[config.mk]
export PLATFORM = sky130hd
export DESIGN_NAME = frame_buffer_arbiter
export DESIGN_NICKNAME = d
export VERILOG_FILES = /design/src/rtl/fb_pkg.sv /design/src/rtl/fb_swap_ctrl.sv /design/src/rtl/frame_buffer_arbiter.sv
export SDC_FILE = /design/constraint.sdc
export NUM_CORES = 1
export LEC_CHECK = 0
export BUFFER_PORTS_ARGS = -buffer_cell sky130_fd_sc_hd__buf_2
export CAP_MARGIN = 20
export CORE_ASPECT_RATIO = 0.6
export CORE_UTILIZATION = 49
export DETAILED_ROUTE_END_ITERATION = 10
export PLACE_DENSITY = 0.82
export REMOVE_ABC_BUFFERS = 1
export SLEW_MARGIN = 25
export SYNTH_ARGS = -nofsm -noshare
export SYNTH_HDL_FRONTEND = slang
export SYNTH_SLANG_ARGS = --single-unit
[constraint.sdc]
create_clock -name clk -period 3.1 [get_ports clk]
set_clock_uncertainty 0.15 [all_clocks]
set_input_delay 0.155 -clock clk [delete_from_list [all_inputs] [get_ports clk]]
set_output_delay 0.155 -clock clk [all_outputs]
set_load 0.01 [all_outputs]
[src/rtl/fb_pkg.sv]
// Shared types and default sizes for the frame buffer arbiter and its swap controller.
package fb_pkg;

  localparam int ADDR_W_DEF       = 19;
  localparam int DATA_W_DEF       = 8;
  localparam int STARVE_LIMIT_DEF = 1024;

  typedef enum logic {IDLE, PENDING} swap_state_t;

  typedef enum logic {SRC_VGA, SRC_FLT} src_t;

endpackage

[src/rtl/fb_swap_ctrl.sv]
// Ping-pong bank swap controller: latches the filter's frame_done and flips the
// VGA front bank on the next frame_start.
module fb_swap_ctrl
  import fb_pkg::*;
(
  input  logic clk,
  input  logic reset,
  input  logic frame_done,
  input  logic frame_start,
  output logic swap_pending,
  output logic front_bank
);

  swap_state_t state;

  // A frame_start in the same cycle as frame_done is too early to swap on, so IDLE ignores it.
  always_ff @(posedge clk or posedge reset) begin
    if (reset) begin
      state      <= IDLE;
      front_bank <= 1'b0;
    end else begin
      case (state)
        IDLE: begin
          if (frame_done) state <= PENDING;
        end
        PENDING: begin
          if (frame_start) begin
            state      <= IDLE;
            front_bank <= ~front_bank;
          end
        end
        default: state <= IDLE;
      endcase
    end
  end

  assign swap_pending = (state == PENDING);

endmodule

[src/rtl/frame_buffer_arbiter.sv]
// Single-port image RAM arbiter: VGA has priority over the filter, each side sees
// its own bank of a ping-pong pair, and read data returns via a 2-stage tag pipeline.
module frame_buffer_arbiter
  import fb_pkg::*;
#(
  parameter int ADDR_W       = ADDR_W_DEF,
  parameter int DATA_W       = DATA_W_DEF,
  parameter int STARVE_LIMIT = STARVE_LIMIT_DEF
) (
  input  logic              clk,
  input  logic              reset,
  input  logic              vga_req,
  input  logic [ADDR_W-1:0] vga_addr,
  output logic [DATA_W-1:0] vga_data,
  output logic              vga_valid,
  input  logic              frame_start,
  input  logic              flt_req,
  input  logic              flt_we,
  input  logic [ADDR_W-1:0] flt_addr,
  input  logic [DATA_W-1:0] flt_wdata,
  output logic              flt_gnt,
  output logic [DATA_W-1:0] flt_rdata,
  output logic              flt_rvalid,
  input  logic              frame_done,
  output logic              swap_pending,
  output logic              front_bank,
  output logic              flt_starved,
  output logic              ram_en,
  output logic              ram_we,
  output logic [ADDR_W:0]   ram_addr,
  output logic [DATA_W-1:0] ram_wdata,
  input  logic [DATA_W-1:0] ram_rdata
);

  localparam int CNT_W = $clog2(STARVE_LIMIT + 1);

  logic       tag1_valid, tag2_valid;
  src_t       tag1_src, tag2_src;
  logic [CNT_W-1:0] starve_cnt;
  logic       vga_denial;

  fb_swap_ctrl u_swap (
    .clk          (clk),
    .reset        (reset),
    .frame_done   (frame_done),
    .frame_start  (frame_start),
    .swap_pending (swap_pending),
    .front_bank   (front_bank)
  );

  assign flt_gnt    = flt_req & ~vga_req & ~swap_pending;
  assign vga_denial = flt_req & ~flt_gnt & ~swap_pending;

  // Command registers plus the read tag pipeline; the tag rides alongside the RAM's 1-cycle latency.
  always_ff @(posedge clk or posedge reset) begin
    if (reset) begin
      ram_en     <= 1'b0;
      ram_we     <= 1'b0;
      ram_addr   <= '0;
      ram_wdata  <= '0;
      tag1_valid <= 1'b0;
      tag1_src   <= SRC_VGA;
      tag2_valid <= 1'b0;
      tag2_src   <= SRC_VGA;
    end else begin
      ram_en <= vga_req | flt_gnt;
      ram_we <= flt_gnt & flt_we;
      if (vga_req) begin
        ram_addr <= {front_bank, vga_addr};
      end else if (flt_gnt) begin
        ram_addr  <= {~front_bank, flt_addr};
        ram_wdata <= flt_wdata;
      end
      tag1_valid <= vga_req | (flt_gnt & ~flt_we);
      tag1_src   <= vga_req ? SRC_VGA : SRC_FLT;
      tag2_valid <= tag1_valid;
      tag2_src   <= tag1_src;
    end
  end

  // Only VGA-caused denials count; a pending swap blocking the filter is expected, not starvation.
  always_ff @(posedge clk or posedge reset) begin
    if (reset) begin
      starve_cnt  <= '0;
      flt_starved <= 1'b0;
    end else begin
      if (vga_denial) begin
        if (starve_cnt != CNT_W'(STARVE_LIMIT)) starve_cnt <= starve_cnt + 1'b1;
        if (starve_cnt >= CNT_W'(STARVE_LIMIT - 1)) flt_starved <= 1'b1;
      end else if (flt_gnt || !flt_req) begin
        starve_cnt <= '0;
      end
    end
  end

  assign vga_valid  = tag2_valid & (tag2_src == SRC_VGA);
  assign flt_rvalid = tag2_valid & (tag2_src == SRC_FLT);
  assign vga_data   = vga_valid  ? ram_rdata : '0;
  assign flt_rdata  = flt_rvalid ? ram_rdata : '0;

endmodule

## Word-level counts from Yosys, hierarchy flattened

Cells that the tools add are included.
W data, S select, Z words.

- Flip-flop bits (word level): 48
- Input port bits: 61
- Output and inout port bits: 52

- Add/subtract/negate cells: 1
- Magnitude comparators: 1
- Equal/unequal tests: 2
- Multiplexer cells: 11
- Bitwise operators: 16
- Reduce and logical (&&, ||, !) cells: 8

Operators by type and width:

| kind | number |
|---|---|
| $mux W20 | 2 |
| $mux W11 | 3 |
| $mux W8 | 2 |
| $add A11 B1 Y11 const B | 1 |
| $ge A11 B10 Y1 const B | 1 |
| $ne A11 B11 Y1 const B | 1 |
| $and A1 B1 Y1 | 8 |
| $reduce_and A2 Y1 | 4 |
| $not A1 Y1 | 6 |
| $reduce_bool A2 Y1 | 2 |
| $mux W1 | 3 |
| $ne A2 B1 Y1 const B | 1 |
| $or A1 B1 Y1 | 2 |
| $pmux W1 S2 | 1 |
| $logic_not A1 Y1 | 1 |
| $logic_or A1 B1 Y1 | 1 |

## Depth between registers and ports, before layout

Gate-level depths: netlist of the first run.

- Depth in word-level cells: 8
- Depth in mapped cells: 7

## Modules after synthesis

Synthesis of the first run repeated with hierarchy kept, for this count alone.

- Cells, all modules: 217
- Area, all modules: 2288.4 sq um

Modules (own cells, without submodules):

| module | times used | cells each | area each (sq um) | seq. area each (sq um) |
|---|---|---|---|---|
| frame_buffer_arbiter | 1 | 210 | 2208.4 | 1151.1 |
| fb_swap_ctrl | 1 | 7 | 80.1 | 50.0 |

## Worst setup path after synthesis of the first run

No wires, ideal clock.

- Path type: reg2reg
- Start point: reg u_swap.state, in the netlist u_swap.swap_pending
- End point: reg ram_addr[11]
- Arrival: 1.344 ns
- Slack: 1.475 ns
- Stages on the path, launching flop included: 8
- Clock period less this slack: 1.625 ns
- Path through: dfrtp_1 -> buf_6 -> nand2b_4 -> nor2_4 -> buf_6 -> buf_6 -> mux2i_1 -> o21ai_1

- Cells in the longest elaborated chain, start to end: 3

RTL lines:

| item | line | text |
|---|---|---|
| from (decl) | fb_swap_ctrl.sv:14 | `swap_state_t state;` |
| from (signal assigned) | fb_swap_ctrl.sv:19 | `state <= IDLE;` |
| from (signal assigned) | fb_swap_ctrl.sv:24 | `if (frame_done) state <= PENDING;` |
| from (signal assigned) | fb_swap_ctrl.sv:28 | `state <= IDLE;` |
| $not A1 Y1 | frame_buffer_arbiter.sv:51 | `assign flt_gnt = flt_req & ~vga_req & ~swap_pending;` |
| $and A1 B1 Y1 | frame_buffer_arbiter.sv:51 |  |
| net flt_gnt | frame_buffer_arbiter.sv:21 | `output logic flt_gnt,` |
| $reduce_bool A2 Y1 (no line) | - |  |
| to (signal assigned) | frame_buffer_arbiter.sv:69 | `ram_addr <= {front_bank, vga_addr};` |
| to (signal assigned) | frame_buffer_arbiter.sv:71 | `ram_addr <= {~front_bank, flt_addr};` |
| to (decl) | frame_buffer_arbiter.sv:30 | `output logic [ADDR_W:0] ram_addr,` |

The timed path passes the listed nets, and every way through them passes these cells.
A chain may end at the register's enable or synchronous reset.

## Worst setup path after layout of the first run

- Start point: reg u_swap.state, in the netlist u_swap.swap_pending
- End point: reg ram_addr[11]

- Cells in the longest elaborated chain, start to end: 3

RTL lines:

| item | line |
|---|---|
| $not A1 Y1 | frame_buffer_arbiter.sv:51 |
| $and A1 B1 Y1 | frame_buffer_arbiter.sv:51 |
| $reduce_bool A2 Y1 (no line) | - |

Every way passes these cells.

==> results of run 1 <==
-- state kept, by name (all words and copies together), names as in the netlist --
| name | cells |
|---|---|
| ram_addr | 20 |
| starve_cnt | 11 |
| ram_wdata | 8 |
| flt_starved | 1 |
| ram_en | 1 |
| ram_we | 1 |
| tag1_src | 1 |
| tag1_valid | 1 |
| tag2_src | 1 |
| tag2_valid | 1 |
| u_swap.front_bank | 1 |
| u_swap.swap_pending | 1 |
-- worst min-delay path: stages --
cell and delay, ps:
buf_2 70, mux2i_1 50, o21ai_0 130
-- power groups by stage --
stage          Clock, mW  Combinational (mW)  Sequential (mW)
3_3_place_gp           0               0.289            0.754
4_1_cts            0.380               0.334            0.745
2_1_floorplan          0               0.118            0.780
5_1_grt            0.412               0.369            0.755
6_report           0.373               0.339            0.746
3_5_place_dp           0               0.298            0.755
-- per-layer routing --
layer,vias to the layer above,global-route usage
li1,1009,-
met1,976,0.309
met2,96,0.425
met3,11,0.0683
met4,0,0.0672
met5,-,0
-- layout by cell type, fill, tap and decap left out, drive strengths merged, types with 2 or more instances in the layout --
| cell type | instances |
|---|---|
| a211o | 2 |
| a31oi | 2 |
| and2 | 11 |
| and3 | 10 |
| and4 | 3 |
| buf | 113 |
| clkbuf | 8 |
| dfrtp | 48 |
| dlygate4sd3 | 34 |
| ha | 2 |
| inv | 4 |
| mux2 | 9 |
| mux2i | 20 |
| nand2 | 25 |
| nand2b | 2 |
| nand3 | 5 |
| nor2 | 9 |
| nor3 | 4 |
| nor4 | 3 |
| nor4b | 2 |
| o21ai | 21 |
| xnor2 | 5 |
| xor2 | 2 |
-- cell type report --
class	instances	area (um^2)
clock buffer	8	90.1
fill	305	1000
inverter	5	20.0
multi-input combinational	145	1010
sequential	48	1200
tap	60	75.1
timing repair buffer	147	908
-- through the flow --
step | util | setup WS, ps | instances
floorplan | - | 1120 | 198
global placement | 0.667 | 1260 | 371
detailed placement | 0.667 | 1180 | 371
CTS | 0.767 | 724 | 413
global route | 0.767 | 512 | 413
finish | 0.767 | 648 | 413
-- logic make-up (layout without fill, tap and decap cells) --
logic type                 count (synthesis)  in the layout
AOI/OAI and AO/OA                         29             29
xor gates and xnor gates                   7              7
adders and majority gates                  2              2
buffers and inverters                     16            160
DFF                                       48             48
muxes                                     29             29
and+or+nand+nor                           78             78
-- final timing paths --
check / start / end / slack, ps / cells past startpoint
min in group asynchronous: reset / ram_en / 400 / 3
min reg2reg: tag1_src / tag2_src / 200 / 0
max: u_swap.swap_pending / ram_addr[11] / 650 / 6
min: flt_addr[3] / ram_addr[3] / 8 / 3
max in group asynchronous: reset / ram_addr[13] / 1930 / 3
max reg2reg: u_swap.swap_pending / ram_addr[11] / 650 / 6
==> results.json, run 1 <==
{
  "track_usage": 0.244,
  "nNetsFinal": 415,
  "synthSimpleGateAreaFrac": 0.189,
  "dp_hpwl_um": 3770,
  "antenna_found_initial": 0,
  "tns_ps": 0,
  "final_hold_viol_count": 0,
  "synth.most_common_cell": "dfrtp_1",
  "syn_area_um2": 2300,
  "total_power_mw": 1.46,
  "netlist.area_leader.share": 0.523,
  "antennaDiodeCount": 0,
  "finalCritPeriodShare": 0.791,
  "status": "finished, final reports clean",
  "syn_inst": 209,
  "wl_per_cell_um": 14.3,
  "highest_layer": "met4",
  "synth_mux_area_frac": 0.131,
  "synth_top_area_cell": "dfrtp_1",
  "fp-row-count": 18,
  "grt_pass1_wl_um": 9160,
  "drt_iter0_drc": 57,
  "whs_ps": 8.13,
  "min_path_type": "in2reg",
  "drv_slew": 0,
  "drc": 0,
  "relSlewSlack": 0.471,
  "power_density_nw_per_um2": 441,
  "postCtsSetupBuffers": 0,
  "synthTopCellsByArea": "dfrtp_1 52%, mux2i_1 8.7%, mux2_2 4.4%",
  "cts_resized": 0,
  "power.leakage_nw": 1.66,
  "synth-async-reset-ratio": 1.00,
  "grt_pass1_vias": 1921,
  "intPower_mw": 1.05,
  "port_buffers": 112,
  "swShare": 0.278,
  "syn_to_final_growth_pct": 43.6,
  "yosys_warnings": 0,
  "ios": 113,
  "synth_top_family_by_area": "simple AND/OR/NAND/NOR gates",
  "coreArea_um2": 4300,
  "power.switching_mw": 0.405,
  "synth-compound-area-share": 0.0800,
  "period_needed_ps": 2450,
  "ant_nets": 0,
  "cts_tree": "built",
  "worstPathArrival_ps": 2480,
  "maxClockFrequency_mhz": 408,
  "critPathBufInv": 2,
  "critPathKind": "reg2reg",
  "synth_xor_xnor_area_share": 0.0267,
  "path_clk_slew_ps": 80,
  "tightest_slew_ps": 792,
  "worst_setup_path_start_kind": "flop",
  "pwr-share-seq": 0.512,
  "synth_common_cells": "48 x dfrtp_1, 25 x nand2_1, 20 x mux2i_1",
  "avgSynthCellArea_um2": 11.0,
  "drt_wl_total_um": 5930,
  "clockPowerShare": 0.256,
  "crit_path_max_incr_delay_ps": 590,
  "drive_above_1_share": 0.391,
  "vias_per_cell": 5.07,
  "cp-end-kind": "flop",
  "setup_viol": 0,
  "yosysUniqueCellTypes": 39,
  "post-route-cell-area_um2": 3300,
  "slowest_stage": "dlygate4sd3_1",
  "place_area_um2": 2870,
  "num_vias": 2092,
  "ys_seq_elements": 48,
  "cts_buffers": 5,
  "grt_overflow": 0,
  "cts_htree_levels": 2,
  "gp_congestion": 0.797,
  "dr_wl_met2_um": 2810,
  "insertion_delay_ps": 290,
  "cts_root_buf": "clkbuf_8",
  "cts_hold_buf": 34,
  "die_y_um": 55.1,
  "cp_cell_sequence": "nand2b_4 > nor2_4 > buf_4 > mux2i_1 > o21ai_1 > dlygate4sd3_1",
  "ys_seq_area_frac": 0.523,
  "drt_pass1_iterations": 4,
  "rsz0062_at_grt": "no",
  "die_w_um": 90.4,
  "power_frac_comb": 0.232,
  "synth_edf_count": 0,
  "cp_data_required_time_ps": 3130,
  "ys.flop_type": "dfrtp_1",
  "start_util": 0.534,
  "grt_max_degree": 49,
  "path_delay_family": "buffers and inverters",
  "cts_buffer_depth": 2,
  "wl_met1_um": 2610,
  "die-area_um2": 4980,
  "cp_max_fo": 29,
  "synth_fa_ha_area_frac": 0.0109,
  "cts_sinks": 48,
  "dr_wl_met3_um": 417,
  "vdd_drop_max_mv": 0.249,
  "maxCapViolations": 0
}
(Power assumes the default switching activity.)
==> run 2: changes to the inputs <==
- CORE_UTILIZATION: 49 -> 46
- PLACE_DENSITY: 0.82 -> 0.77
- clock period: 3.1 -> 2.4 ns (I/O delays scaled with it)
==> run 2 against run 1 <==
  * Register-to-register slack got worse by 500 ps
  * Via count is 2.5% higher
  * Global-route usage fell by 1.8 points
  * Hold slack better by 0.70 ps
  * Sequential power is 29% higher
  * Largest cell class unchanged
  * Setup slack got worse by 500 ps
  * Fmax up 9.0%
  * Highest routed layer unchanged
  * Critical endpoint is now ram_addr[16]
  * Combinational power is 41% higher
  * Final area increased by 6.1%
==> results.json, run 2 (synthesis gave the netlist of run 1 again) <==
{
  "die-area_um2": 5290,
  "track_usage": 0.225,
  "cts_buffers": 5,
  "cts_root_buf": "clkbuf_8",
  "status": "finished, final reports clean",
  "vdd_drop_max_mv": 0.427,
  "critPathBufInv": 2,
  "path_delay_family": "buffers and inverters",
  "final_cell_mix": "112 x buf_2, 49 x dlygate4sd3_1, 47 x dfrtp_1",
  "period_needed_ps": 2250,
  "drc": 0,
  "antenna_found_initial": 0,
  "drt_wl_total_um": 5850,
  "drive_above_1_share": 0.386,
  "ff2ff_setup_slack_ps": 150,
  "dp_hpwl_um": 3680,
  "cp.depth": 6,
  "crit_path_max_incr_delay_ps": 560,
  "cts_sinks": 48,
  "fp-row-count": 19,
  "critPathKind": "reg2reg",
  "setup_viol": 0,
  "reg.largest.list": "ram_addr: 20 flops, starve_cnt: 11 flops, ram_wdata: 8 flops",
  "cp_cell_sequence": "nand2b_4 > nor2_4 > buf_12 > mux2i_1 > o21ai_1 > dlygate4sd3_1",
  "grt_pass1_wl_um": 9260,
  "ios": 113,
  "largest_reg_flops": 20,
  "stdcell_count": 433,
  "placed_cells": 376,
  "cts_tree": "built",
  "wl_per_cell_um": 13.5,
  "path_clk_slew_ps": 90,
  "grt_overflow": 0,
  "ant_nets": 0,
  "port_buffers": 112,
  "min_path_type": "in2reg",
  "vias_per_cell": 4.95,
  "post-route-cell-area_um2": 3500,
  "insertion_delay_ps": 290,
  "cp_max_fo": 29,
  "place_area_um2": 2910,
  "rr_startpoint": "u_swap.swap_pending",
  "grt_pass1_vias": 2058,
  "final_hold_viol_count": 0,
  "regMostFlops": "ram_addr",
  "tns_ps": 0,
  "final_util": 0.748,
  "worst_setup_path_start_kind": "flop",
  "drv_slew": 0,
  "cp_data_required_time_ps": 2430,
  "antennaDiodeCount": 0,
  "final_common_cell": "buf_2",
  "maxCapViolations": 0,
  "finalCritPeriodShare": 0.937,
  "reg2reg_depth": 6,
  "die_w_um": 93.3,
  "crit_end": "ram_addr[16]",
  "nNetsFinal": 432,
  "relSlewSlack": 0.719,
  "postCtsSetupBuffers": 0,
  "coreArea_um2": 4680,
  "slowest_stage": "dlygate4sd3_1",
  "gp_congestion": 0.837,
  "worstPathArrival_ps": 2280,
  "die_y_um": 56.8,
  "cp-end-kind": "flop",
  "start_util": 0.491,
  "syn_to_final_growth_pct": 52.4,
  "cts_htree_levels": 2,
  "r2r_end": "ram_addr[16]",
  "whs_ps": 8.83,
  "num_vias": 2145,
  "rsz0062_at_grt": "no",
  "maxClockFrequency_mhz": 445,
  "grt_max_degree": 49,
  "drt_pass1_iterations": 4,
  "tightest_slew_ps": 421,
  "power_density_nw_per_um2": 552,
  "drt_iter0_drc": 84,
  "power.leakage_nw": 1.75,
  "cts_buffer_depth": 2,
  "crit_start": "u_swap.swap_pending"
}
[run 2: cell types whose count changed in the layout (fill, tap and decap cells not counted), moves of 2 or more]
cell and delta:
buf_12 +2, clkbuf_1 -2, clkinvlp_4 +2, dlygate4sd3_1 +15
[run 2: worst min-delay path by stage]
| stage | from | endpoint | slack, ps | cells past startpoint |
|---|---|---|---|---|
| after global placement | reset | ram_wdata[7] | 30 | 3 |
| after floorplan | frame_start | u_swap.swap_pending | 60 | 1 |
| after detailed placement | reset | tag2_valid | 30 | 3 |
| after CTS | flt_addr[1] | ram_addr[1] | 6 | 3 |
| final | vga_req | ram_addr[19] | 9 | 3 |
| after global routing | flt_req | ram_en | 20 | 3 |
[run 2: area by class of cell]
cell class	instances	area [um^2]
clock inverters	2	15.0
flip-flops and latches	48	1200
multi-input cells	145	1010
clock buffers	6	82.6
repair buffers	164	1100
well taps	63	78.8
fillers	317	1180
inverters	5	18.8
[run 2: where the power goes]
part           switching [mW]  total, mW  internal, mW
clock network           0.259      0.492         0.233
registers              0.0643      0.962         0.898
logic                   0.215      0.479         0.263
total                   0.539       1.93          1.39
[run 2: worst register-to-register path, stage by stage, from the launching register on]
cell and delay [ps]:
dfrtp_2 490, nand2b_4 210, nor2_4 120, buf_12 220, mux2i_1 310, o21ai_1 80, dlygate4sd3_1 560
[run 2: routing by layer]
metal,up-vias,global-route usage,part of all wire
met5,-,0,0
met4,0,0.0440,0.0091
met3,6,0.0678,0.082
met2,93,0.387,0.47
met1,994,0.284,0.44
li1,1052,-,-
[run 2: stage by stage]
stage / worst slack, ps / power (mW)
4_1_cts: 179 / 1.94
2_1_floorplan: 419 / 1.16
3_5_place_dp: 652 / 1.36
6_report: 151 / 1.93
5_1_grt: 49.7 / 2.04
3_3_place_gp: 692 / 1.35
[run 2: repair_timing]
item,in CTS,in global routing
endpoints found under the hold margin,79,0
resized for setup,0,1
hold buffers,49,0
endpoints found under the setup margin,0,1
==> run 3: changes to the inputs <==
- CORE_UTILIZATION: 46 -> 41
- PLACE_DENSITY: 0.77 -> 0.72
- clock period: 2.4 -> 1.95 ns (I/O delays scaled with it)
==> run 3 against run 2 <==
  * Sequential cell count stayed put
  * Hold slack better by 170 ps
  * Sequential share of layout area fell by 0.74 points
  * Cell count is 1.8% higher
  * Critical path depth shrank 3
  * Sequential power rose by 23%
==> results.json, run 3 (synthesis gave the netlist of run 1 again) <==
{
  "largest_reg_flops": 20,
  "syn_to_final_growth_pct": 55.6,
  "num_vias": 2159,
  "gp_congestion": 0.821,
  "status": "finished, final reports clean",
  "ff2ff_setup_slack_ps": 260,
  "dp_worst_setup_slack_ps": 283,
  "cts_root_buf": "clkbuf_8",
  "crit_path_max_incr_delay_ps": 440,
  "tns_ps": 0,
  "drive_above_1_share": 0.384,
  "cp_cell_sequence": "nor2b_1 > and2_1 > buf_2",
  "antennaDiodeCount": 0,
  "cp_data_required_time_ps": 1700,
  "start_util": 0.439,
  "rsz0062_at_grt": "no",
  "coreArea_um2": 5230,
  "rr_startpoint": "starve_cnt[2]",
  "drv_slew": 0,
  "crit_start": "tag2_valid",
  "track_usage": 0.215,
  "dp_hpwl_um": 3980,
  "final_util": 0.684,
  "setup_viol": 0,
  "slowest_stage": "dfrtp_1",
  "drt_wl_total_um": 6120,
  "nNetsFinal": 438,
  "final_common_cell": "buf_2",
  "antenna_found_initial": 0,
  "vdd_drop_max_mv": 0.366,
  "ant_nets": 0,
  "cts_tree": "built",
  "worstPathArrival_ps": 1460,
  "power_density_nw_per_um2": 721,
  "reg.largest.list": "ram_addr: 20 flops, starve_cnt: 11 flops, ram_wdata: 8 flops",
  "min_path_type": "in2async",
  "cts_buffers": 5,
  "ios": 113,
  "worst_setup_path_start_kind": "flop",
  "reg2reg_depth": 4,
  "final_hold_viol_count": 0,
  "die_w_um": 98.7,
  "r2r_end": "starve_cnt[2]",
  "crit_end": "vga_data[2]",
  "vias_per_cell": 4.90,
  "tightest_slew_ps": 426,
  "drt_iter0_drc": 79,
  "grt_overflow": 0,
  "grt_pass1_vias": 2052,
  "cp_max_fo": 10,
  "power.leakage_nw": 1.78,
  "cp-end-kind": "primary output",
  "drc": 0,
  "maxClockFrequency_mhz": 587,
  "fp-row-count": 20,
  "drt_pass1_iterations": 4,
  "path_clk_slew_ps": 90,
  "die-area_um2": 5920,
  "wl_per_cell_um": 13.9,
  "cts_htree_levels": 2,
  "relSlewSlack": 0.715,
  "insertion_delay_ps": 310,
  "port_buffers": 112,
  "cts_sinks": 48,
  "postCtsSetupBuffers": 0,
  "grt_max_degree": 39,
  "final_cell_mix": "112 x buf_2, 52 x dlygate4sd3_1, 48 x dfrtp_1",
  "grt_pass1_wl_um": 9590,
  "maxCapViolations": 0,
  "layout_setup_ws_ps": 247,
  "regMostFlops": "ram_addr",
  "critPathKind": "reg2out",
  "cts_buffer_depth": 2,
  "total_power_mw": 2.58,
  "die_y_um": 60.0,
  "cts_resized": 0,
  "finalCritPeriodShare": 0.873,
  "period_needed_ps": 1700
}
## run 3: changes by cell type in the layout (fill, tap and decap cells not counted), sizes merged
cell         before  now
buf             115  118
clkbuf            6    5
clkinvlp          2    0
bufinv            0    2
dlygate4sd3      49   52
## run 3: layout make-up
cell class	count	area, um^2
Fill cell	404	1650
Timing Repair Buffer	170	1140
Multi-Input combinational cell	145	1010
Sequential cell	48	1200
Tap cell	66	82.6
Clock buffer	5	68.8
Clock inverter	2	60.1
Inverter	5	18.8
## run 3: timing repair
item                                   CTS  global route
setup endpoints to repair                0             0
endpoints found under the hold margin   50             0
hold buffers                            52             0
## run 3: routing by layer
metal | track usage | vias up | part of all wire | wire length [um]
li1 | - | 1048 | - | -
met5 | 0 | - | 0 | 0
met1 | 0.267 | 989 | 0.44 | 2700
met2 | 0.369 | 106 | 0.46 | 2840
met4 | 0.0896 | 0 | 0.026 | 158
met3 | 0.0550 | 16 | 0.069 | 421
## run 3: through the flow
| step | hold WS, ps | instances | area (um^2) |
|---|---|---|---|
| finish | 176 | 441 | 3580 |
| global route | 205 | 441 | 3580 |
| CTS | 185 | 441 | 3580 |
| detailed placement | -34.2 | 382 | 2930 |
| global placement | -33.8 | 382 | 2930 |
| floorplan | 40.1 | 198 | 2230 |
## run 3: worst min path at each step
| stage | cells past startpoint | to | slack, ps |
|---|---|---|---|
| global placement | 2 | ram_wdata[7] | -30 |
| finish | 3 | ram_wdata[7] | 180 |
| floorplan | 1 | u_swap.swap_pending | 40 |
| CTS | 3 | ram_wdata[7] | 190 |
| detailed placement | 2 | ram_wdata[7] | -30 |
| global route | 3 | starve_cnt[8] | 210 |
## run 3: power by group
| part | switching, mW | internal (mW) |
|---|---|---|
| clock | 0.321 | 0.504 |
| sequential | 0.0724 | 1.10 |
| combinational | 0.269 | 0.309 |
## run 3: critical path, delay by kind of cell (launching register included)
kind,cells,cell delay (ps)
AND/OR/NAND/NOR,2,600
buffers and inverters,1,120
flip-flops,1,440
